### src/rtl/wallace_dot_acc.sv
// wallace_dot_acc
//   Downstream consumer of the pipelined 8x8 Wallace multiplier. Each operand
//   pair launched into the multiplier is tagged; the tag travels down a
//   MUL_LAT-deep delay line so that it lines up with the matching product.
//   A programmed number of tagged products is summed with saturation, and the
//   result is offered on a valid/ready handshake.
//
// Ports
//   clk         system clock, all state on rising edge
//   rst_n       asynchronous active-low reset
//   start       begin a new dot product (sampled in IDLE only)
//   len         number of products to accumulate, sampled with start
//   issue_valid operand pair launched into the multiplier this cycle
//   prod        multiplier product (unsigned)
//   busy        high while accumulating or holding a result
//   sum         accumulated result, stable while sum_valid
//   sum_valid   result available
//   sum_ready   consumer accepts result
//   ovf         result was saturated; valid with sum_valid
//   drop        one-cycle pulse: tagged product arrived outside ACC, discarded
module wallace_dot_acc #(
  parameter int PW      = 17,
  parameter int MUL_LAT = 4,
  parameter int ACC_W   = 24,
  parameter int LEN_W   = 8
) (
  input  logic             clk,
  input  logic             rst_n,
  input  logic             start,
  input  logic [LEN_W-1:0] len,
  input  logic             issue_valid,
  input  logic [PW-1:0]    prod,
  output logic             busy,
  output logic [ACC_W-1:0] sum,
  output logic             sum_valid,
  input  logic             sum_ready,
  output logic             ovf,
  output logic             drop
);

  typedef enum logic [1:0] {
    S_IDLE,
    S_ACC,
    S_HOLD
  } state_t;

  state_t r_state;
  state_t w_state_nxt;

  logic [MUL_LAT-1:0] r_tag;
  logic [MUL_LAT:0]   w_tag_shift;
  logic               w_tag;

  logic [ACC_W-1:0]   r_acc;
  logic [ACC_W-1:0]   r_sum;
  logic [LEN_W-1:0]   r_cnt;
  logic               r_ovf;

  logic [ACC_W:0]     w_nxt;
  logic               w_sat;
  logic [ACC_W-1:0]   w_clamped;
  logic               w_last;

  // Concatenation form keeps the shift legal even for MUL_LAT == 1.
  assign w_tag_shift = {r_tag, issue_valid};
  assign w_tag       = r_tag[MUL_LAT-1];

  // One extra bit catches the carry out of the accumulator for saturation.
  assign w_nxt     = {1'b0, r_acc} + {{(ACC_W + 1 - PW){1'b0}}, prod};
  assign w_sat     = w_nxt[ACC_W];
  assign w_clamped = w_sat ? '1 : w_nxt[ACC_W-1:0];
  assign w_last    = (r_cnt == LEN_W'(1));

  assign sum = r_sum;
  assign ovf = r_ovf;

  always_ff @(posedge clk or negedge rst_n) begin
    if (!rst_n) begin
      r_state <= S_IDLE;
    end else begin
      r_state <= w_state_nxt;
    end
  end

  always_comb begin
    w_state_nxt = r_state;
    busy        = 1'b0;
    sum_valid   = 1'b0;
    drop        = 1'b0;
    case (r_state)
      S_IDLE: begin
        drop = w_tag;
        if (start) begin
          w_state_nxt = (len != '0) ? S_ACC : S_HOLD;
        end
      end
      S_ACC: begin
        busy = 1'b1;
        if (w_tag && w_last) begin
          w_state_nxt = S_HOLD;
        end
      end
      S_HOLD: begin
        busy      = 1'b1;
        sum_valid = 1'b1;
        drop      = w_tag;
        if (sum_ready) begin
          w_state_nxt = S_IDLE;
        end
      end
      default: begin
        w_state_nxt = S_IDLE;
      end
    endcase
  end

  always_ff @(posedge clk or negedge rst_n) begin
    if (!rst_n) begin
      r_tag <= '0;
      r_acc <= '0;
      r_sum <= '0;
      r_cnt <= '0;
      r_ovf <= 1'b0;
    end else begin
      r_tag <= w_tag_shift[MUL_LAT-1:0];
      case (r_state)
        S_IDLE: begin
          if (start) begin
            r_ovf <= 1'b0;
            if (len != '0) begin
              r_acc <= '0;
              r_cnt <= len;
            end else begin
              r_sum <= '0;
            end
          end
        end
        S_ACC: begin
          if (w_tag) begin
            r_cnt <= r_cnt - LEN_W'(1);
            if (w_sat) begin
              r_ovf <= 1'b1;
            end
            if (w_last) begin
              r_sum <= w_clamped;
            end else begin
              r_acc <= w_clamped;
            end
          end
        end
        default: begin
        end
      endcase
    end
  end

endmodule

### config.mk
export PLATFORM = sky130hd
export DESIGN_NAME = wallace_dot_acc
export DESIGN_NICKNAME = d
export VERILOG_FILES = /design/src/rtl/wallace_dot_acc.sv
export SDC_FILE = /design/constraint.sdc
export NUM_CORES = 1
export LEC_CHECK = 0
export CORE_MARGIN = 2
export CORE_UTILIZATION = 27
export CTS_BUF_LIST = sky130_fd_sc_hd__clkbuf_2 sky130_fd_sc_hd__clkbuf_4 sky130_fd_sc_hd__clkbuf_8
export DETAILED_ROUTE_END_ITERATION = 10
export GPL_TIMING_DRIVEN = 0
export MAX_ROUTING_LAYER = met4
export PLACE_DENSITY = 0.5
export REMOVE_ABC_BUFFERS = 1
export SETUP_SLACK_MARGIN = 0.3
export SYNTH_ARGS = -nofsm -noshare
export SYNTH_HDL_FRONTEND = slang
export SYNTH_SLANG_ARGS = --single-unit
### constraint.sdc
create_clock -name clk -period 3 [get_ports clk]
set_input_delay 0.6 -clock clk [delete_from_list [all_inputs] [get_ports clk]]
set_output_delay 0.6 -clock clk [all_outputs]
set_load 0.1 [all_outputs]
Word-level counts from Yosys, hierarchy flattened
Index checks and enable logic that the tools add are counted.
{"block": "word_totals", "reg_bits": 63, "latchBits": 0, "ramBits": 0, "mem_bits_ro": 0, "in_bits": 30, "out_inout_bits": 28, "n_memories": 0}
{"block": "op_classes", "add_sub_neg": 2, "mul": 0, "div": 0, "order_cmp": 0, "n_eq_ne": 12, "shifts": 0, "muxes": 27, "bitwise_logic": 0, "reduce_logical": 11}
{"cell": "24-bit 2-to-1 mux", "n": 9}
{"cell": "24-bit case mux with 2 select lines", "n": 2}
{"cell": "24-bit by 17-bit adder with 25-bit output", "n": 1}
{"cell": "8-bit 2-to-1 mux", "n": 3}
{"cell": "2-bit != test, second input constant", "n": 9}
{"cell": "8-bit case mux with 2 select lines", "n": 1}
{"cell": "5-bit AND reduction", "n": 2}
{"cell": "8-bit by 1-bit == test with 1-bit output, second input constant", "n": 1}
{"cell": "2-bit 2-to-1 mux", "n": 4}
{"cell": "4-bit AND reduction", "n": 2}
{"cell": "8-bit nonzero test", "n": 1}
{"cell": "8-bit by 1-bit subtractor with 8-bit output, second input constant", "n": 1}
{"cell": "1-bit 2-to-1 mux", "n": 6}
{"cell": "2-bit case mux with 3 select lines", "n": 1}
{"cell": "2-bit OR reduction", "n": 2}
{"cell": "3-bit AND reduction", "n": 1}
{"cell": "2-bit by 1-bit == test with 1-bit output, second input constant", "n": 1}
{"cell": "2-bit == test, second input constant", "n": 1}
{"cell": "2-bit zero test", "n": 1}
{"cell": "1-bit case mux with 2 select lines", "n": 1}
{"cell": "2-bit nonzero test", "n": 1}
{"cell": "1-bit logical AND", "n": 1}

Logic depth before layout (Yosys ltp)
Gate-level depths: netlist (run 1).
{"block": "logic_depth", "depth_word": 5, "depth_mapped": 11}

Worst setup path after synthesis (run 1)
No wires, ideal clock.
{"block": "synth_timing", "path_kind": "input-to-reg", "from": "input port prod[0]", "to": "register r_acc[21]", "setup_ns": 0.136, "arrival_time_ns": 2.569, "path_slack_ns": 0.295, "path_stages": 10, "cell_sequence": "ha_1 > fa_1 > a211oi_1 > o211ai_1 > nand2_2 > a31oi_4 > and2_1 > buf_6 > o41ai_2 > a2bb2oi_1"}
{"block": "synth_via", "elab_chain_len": 5}
{"item": "from (decl)", "line_no": "32", "text": "input logic [PW-1:0] prod,"}
{"item": "24-bit by 17-bit adder with 25-bit output", "line_no": "69", "text": "assign w_nxt = {1'b0, r_acc} + {{(ACC_W + 1 - PW){1'b0}}, prod};"}
{"item": "24-bit 2-to-1 mux", "line_no": "71", "text": "assign w_clamped = w_sat ? '1 : w_nxt[ACC_W-1:0];"}
{"item": "24-bit 2-to-1 mux", "line_no": "144", "text": "if (w_last) begin"}
{"item": "24-bit 2-to-1 mux", "line_no": "139", "text": "if (w_tag) begin"}
{"item": "24-bit case mux with 2 select lines", "line_no": "126", "text": "case (r_state)"}
{"item": "to (signal assigned)", "line_no": "147", "text": "r_acc <= w_clamped;"}
{"item": "to (decl)", "line_no": "54", "text": "logic [ACC_W-1:0] r_acc;"}
Every way passes these cells. The select of a mux whose other input is x is not followed.
A chain may end at the register's enable or synchronous reset.

Worst setup path after layout (run 1)
{"block": "layout_timing", "from": "input port prod[16]", "to": "register r_acc[21]"}
The elaborated chain is that of the path after synthesis.

==> results.toml, run 1 <==
[status]
outcome = "finished, final reports clean"

[grt]
grt_use_total_pct = 15.03
grt_pass1_vias = 3279
grt_max_degree = 64
antenna_found_initial = 0
grt_pass1_wl_mm = 17.08
grt_overflow_total = 0

[cells_and_area]
final_cells = 682
final_util_pct = 37.05
antenna_cells = 0
finalNetCount = 550
area_delta_synth_final_pct = 34.05
drive_gt1_share_pct = 19.12

[sta]
fin_crit_ns = 2.652
clock.fmax_mhz = 377.1
fin_skew_ns = 0.008624
rsz0062_at_grt = "no"
slew_headroom_pct = 34.61
tightestPinTransition_ns = 0.9778
hold_slack_ns = 0.3127
finalWorstSetupSlack_ns = 0.3482
finalCritPeriodShare_pct = 88.39
drv_slew = 0
hold_viol_final = 0
final-setup-viol-count = 0

[detailed_routing]
num_vias = 3387
drt_iter0_markers = 243
first_pass_iters = 4
drc = 0
ant_nets = 0
wirelength_mm = 10.76
wire_per_inst_um = 15.77
vias_per_cell = 4.966

[setup_path]
path_class = "input pin to flop"
start_kind = "input pin"
r2r_cells = 9
required_ns = 3.23
crit_arrival_ns = 2.88
worst-path-max-fanout = 11
crit_path_end_kind = "flop"

[clocking]
htree_levels = 3
root_buffer = "clkbuf_8"
cts.clk_slew.worst_paths_ns = 0.08
ctsHoldBuffers = 0
clock_latency_ns = 0.35
tritoncts = "built"
cts_sinks = 63
cts_buffers = 9
clockBufferDepth = 2

[yosys]
synthFlopType = "dfrtp_1"
ys_types = 63
synthesis.instances = 427
synth_edf_count = 0
yosysSeqAreaShare_pct = 41.10
synth_top_area_share_pct = 41.10
syn_area_per_cell_um2 = 8.984
yosysTopAreaCell = "dfrtp_1"
yosys_warnings = 0
synth.area.top_cells = "dfrtp_1 (41%), ha_1 (7.2%), o21ai_0 (7.2%)"
async_flop_share_pct = 100.0
syn-cell-area_um2 = 3836
synth_seq_cells = 63

[floorplanning]
coreArea_um2 = 13880
std_cell_rows = 43
die_x_um = 123.2
start_util_pct = 27.64
fp.dieArea_um2 = 15180
boundaryPins = 58
fp.dieH_um = 123.2

[pwr]
seqPwrFrac_pct = 22.7
p_int_w = 0.002905
combPwrFrac_pct = 65.6
p_per_area_nw_per_um2 = 1205
p_leak_nw = 2.167
p_sw_share_pct = 53.10
peakVddDrop_v = 0.0003843
p_switching_w = 0.003289
power.share.clock_pct = 11.7

[placed_design]
dp_slack_ns = -0.8988
gp_congestion = 0.8681
post-dp-hpwl_mm = 7.014
dp.cells = 648
io_buffer_count = 57

[run]
max-cap-violations = 0

[worst_hold_path]
holdCritPathClass = "input pin to async pin"
[cells in the mapped netlist, types with 3 or more instances]
cell / count
xnor2_1: 10
o21ai_0: 55
clkbuf_1: 7
ha_1: 22
nand2_1: 57
a21o_1: 6
inv_1: 12
dfrtp_1: 63
o22ai_1: 7
xor2_1: 6
o21bai_1: 4
nor2_1: 34
a21oi_1: 34
o21a_1: 5
o21ai_1: 5
mux2i_1: 3
and3_1: 7
and2_1: 5
buf_2: 8
nand3_1: 8
a31oi_1: 6
mux2_2: 3
nor3_1: 7
[sequential cells by signal, indices dropped and copies added, names as in the netlist]
register	count
ovf	1
r_acc	24
r_cnt	8
r_state	2
r_tag	4
sum	24
[through the flow]
stage               area, um2  power [W]  setup TNS, ns
global placement         4543   0.004988        -124.84
detailed placement       4553   0.005056         -30.84
floorplan                3747   0.004141         -8.767
finish                   5142   0.006194              0
CTS                      4901   0.005916              0
global route             5142   0.006655              0
[cell usage in the layout (no fill, tap or decap), drive strengths merged, types with 3 or more instances in the layout]
| cell type | count |
|---|---|
| and2 | 7 |
| nand3 | 8 |
| ha | 22 |
| dlymetal6s2s | 4 |
| nor3 | 10 |
| dlygate4sd2 | 3 |
| buf | 19 |
| o22ai | 7 |
| o21bai | 4 |
| mux2i | 3 |
| and3 | 7 |
| xnor2 | 10 |
| clkdlybuf4s50 | 48 |
| mux2 | 3 |
| o21a | 5 |
| nor2 | 37 |
| or3 | 3 |
| o21ai | 60 |
| nand2 | 59 |
| clkbuf | 13 |
| a211oi | 3 |
| a31oi | 7 |
| inv | 11 |
| o31ai | 3 |
| xor2 | 6 |
| a21oi | 35 |
| dfrtp | 63 |
| a21o | 6 |
[layer usage]
layer | global-route usage [%] | routed length (um) | vias up
met1 | 19.78 | 5053 | 1642
met5 | - | 0 | -
met2 | 23.08 | 5119 | 58
met4 | 5.611 | 197 | 0
met3 | 2.721 | 385 | 15
li1 | - | - | 1672
[logic make-up after synthesis]
kind of cell	count (synthesis)	synth area share (%)
AO/OA/AOI/OAI	147	23.65
XOR/XNOR	16	3.653
adder cells (fa/ha/maj)	23	7.697
buffers and inverters	29	3.490
flip-flops	63	41.10
multiplexers	6	1.663
AND/OR/NAND/NOR	143	18.75
[repair_timing]
item,CTS,global route
pin swaps,10,19
hold endpoints to repair,0,0
cloned,1,0
setup buffers,9,8
gates resized for setup,27,32
endpoints found under the setup margin,61,41
[worst paths after layout]
kind / start / end / slack [ns]
min: rst_n / sum[11] / 0.31
max in group asynchronous: rst_n / r_acc[12] / 2.10
max: prod[16] / r_acc[21] / 0.35
max reg2reg: r_state[0] / r_acc[9] / 0.49
min in group clk: r_tag[0] / r_tag[1] / 0.35
min reg2reg: r_tag[0] / r_tag[1] / 0.35
[power groups by stage]
stage | clock, W | combinational (W) | sequential [W]
CTS | 0.000739 | 0.00379 | 0.00139
detailed placement | 0 | 0.00366 | 0.00139
global placement | 0 | 0.00361 | 0.00138
global route | 0.000781 | 0.00442 | 0.00145
floorplan | 0 | 0.00198 | 0.00216
finish | 0.000723 | 0.00406 | 0.00141
[area by class of cell]
class / count / area (um2)
timing repair buffer: 75 / 718.2
multi-input combinational: 336 / 2390
fill: 1417 / 8738
clock buffer: 13 / 166.4
inverter: 12 / 48.80
clock inverter: 3 / 17.52
tap: 180 / 225.2
sequential: 63 / 1577
[critical path, cell delays in order]
cell	delay, ns
clkdlybuf4s50_1	0.52
ha_2	0.33
a21o_1	0.25
nor4_4	0.30
a31oi_4	0.16
and2_4	0.22
o41ai_4	0.38
a2bb2oi_1	0.11
(Power assumes the default switching activity.)
==> run 2: changes to the inputs <==
ABC_AREA = 1   (was unset)
PLACE_DENSITY = 0.49   (was 0.5)
==> run 2 against run 1 <==
Net effect: combinational power is 28% lower; fmax increased by 4.3%; die area up 15%; cell count increased by 36%; critical endpoint is now busy; critical path depth fell by 5.
==> results.toml, run 2 <==
[status]
outcome = "finished, final reports clean"

[cells_and_area]
final_cells = 926
finalNetCount = 759
final_util_pct = 33.83
regArea_um2 = 1577
antenna_cells = 0
area_delta_synth_final_pct = 22.17
fillers = 1736
drive_gt1_share_pct = 8.028
multi_input_area_um2 = 2434
mostFrequentLayoutCell = "nand2_1"
layout_common_cells = "nand2_1 (241), inv_1 (81), nand3_1 (68)"

[yosys]
yosysSeqAreaShare_pct = 35.71
yosys-top-cells-count = "nand2_1 (242), inv_1 (81), nand3_1 (68)"
yosysMostFrequentCell = "nand2_1"
syn_area_per_cell_um2 = 6.812
synthFlopType = "dfrtp_1"
ys_types = 33
synth.area.top_cells = "dfrtp_1 (36%), nand2_1 (21%), nand3_1 (7.7%)"
synth_top_area_share_pct = 35.71
synth_seq_cells = 63
syn-cell-area_um2 = 4414
yosysTopAreaCell = "dfrtp_1"
synth_edf_count = 0
yosys_warnings = 0
synthesis.instances = 648
async_flop_share_pct = 100.0

[detailed_routing]
highest_layer = "met4"
wl_met2_mm = 5.817
drt_iter0_markers = 290
dr_wl_met3_um = 539
wl_met1_mm = 6.100
vias_per_cell = 4.519
drc = 0
wire_per_inst_um = 13.68
first_pass_iters = 5
ant_nets = 0
wirelength_mm = 12.67
num_vias = 4185

[run]
max-cap-violations = 0

[setup_path]
start_kind = "flop"
r2r-end = "sum[7]"
r2r-start = "r_state[1]"
path_class = "flop to primary output"
worst-path-max-fanout = 3
required_ns = 2.40
crit_path_end_kind = "primary output"
crit_arrival_ns = 1.94
r2r_cells = 9
regToRegSetupSlack_ns = 0.63

[pwr]
peakVddDrop_v = 0.0004087
p_sw_share_pct = 55.40
total_power_w = 0.004829
power.share.clock_pct = 14.1
p_int_w = 0.002154
p_leak_nw = 2.818
combPwrFrac_pct = 60.9
seqPwrFrac_pct = 25.0
p_switching_w = 0.002676
p_per_area_nw_per_um2 = 895.5

[clocking]
clock_latency_ns = 0.37
root_buffer = "clkbuf_8"
cts.clk_slew.worst_paths_ns = 0.08
cts_buffers = 9
ctsHoldBuffers = 0
tritoncts = "built"
clockBufferDepth = 2
htree_levels = 3
cts_sinks = 63

[grt]
grt_use_total_pct = 15.74
grt_pass1_vias = 4187
grt_max_degree = 64
grt_pass1_wl_mm = 20.94
grt_overflow_total = 0
antenna_found_initial = 0

[floorplanning]
std_cell_rows = 46
fp.dieH_um = 131.9
die_x_um = 131.9
start_util_pct = 27.69
boundaryPins = 58
fp.dieArea_um2 = 17390
coreArea_um2 = 15940

[sta]
finalCritPeriodShare_pct = 84.74
tightestPinTransition_ns = 0.9880
fin_tns_setup_ns = 0
hold_viol_final = 0
hold_slack_ns = 0.3316
fin_crit_ns = 2.542
final-setup-viol-count = 0
clock.fmax_mhz = 393.4
rsz0062_at_grt = "no"
fin_skew_ns = 0.01188
drv_slew = 0
slew_headroom_pct = 33.93

[placed_design]
post-dp-hpwl_mm = 9.308
dp.cells = 905
gp_congestion = 0.9614
io_buffer_count = 57

[worst_hold_path]
holdCritPathClass = "input pin to async pin"
[run 2: cell types whose count changed after synthesis, moves of 6 or more]
cell / change
nand3_2: +7
nand3_1: +60
inv_1: +69
nor2_1: +10
a21oi_1: -19
o21ai_2: +6
o21ai_0: -26
nand2_1: +185
o22ai_1: -7
and3_1: -7
xnor2_1: -7
[run 2: layout make-up]
class,instances,area share [%]
clock buffer,11,2.691
clock inverter,4,0.4176
inverter,85,5.916
multi-input combinational,483,45.13
sequential,63,29.23
tap,216,5.012
timing repair buffer,64,11.60
[run 2: worst max-delay path: stages, from the launching register on]
cell and delay, ns:
dfrtp_1 0.37, inv_1 0.07, ha_1 0.28, dlygate4sd2_1 0.85
[run 2: power groups by stage]
stage	Clock, W	Sequential, W	Combinational, W
4_1_cts	0.000720	0.00121	0.00294
5_1_grt	0.000754	0.00124	0.00323
6_report	0.000681	0.00121	0.00294
2_1_floorplan	0	0.00181	0.00154
3_3_place_gp	0	0.00122	0.00287
3_5_place_dp	0	0.00122	0.00292
[run 2: worst max path at each step]
stage               startpoint  depth (start not counted)        end  slack [ns]
floorplan           r_state[0]                          4       drop       -0.50
global placement         rst_n                          1    sum[14]       -0.98
detailed placement     prod[0]                         13  r_acc[11]       -0.35
CTS                 r_state[1]                          5       drop        0.26
global route           prod[0]                         14  r_acc[21]        0.34
finish              r_state[1]                          3       busy        0.46
[run 2: cells by family after synthesis]
family / count (synthesis) / share of synthesized area, %
fa+ha+maj: 23 / 6.689
flops: 63 / 35.71
xor+xnor: 11 / 2.183
compound gates: 63 / 8.107
buf+inv: 102 / 9.637
simple gates: 386 / 37.67
[run 2: per-stage QoR]
step	setup WS, ns	instance area, um2
2_1_floorplan	-0.5049	4308
3_3_place_gp	-0.9777	5149
3_5_place_dp	-0.3503	5169
4_1_cts	0.2613	5374
5_1_grt	0.3360	5393
6_report	0.4578	5393
[run 2: timing repair]
action / CTS / global route
setup buffers: 4 / 2
gates resized for setup: 13 / 5
endpoints found under the hold margin: 0 / 0
cloned: 0 / 0
endpoints found under the setup margin: 51 / 49
pin swaps: 2 / 0
[run 2: routing by layer]
metal  global-route usage (%)  vias up
met3                    3.691       13
met1                    19.77     1927
met5                        -        -
met2                    24.91       90
met4                    5.314        0
li1                         -     2155
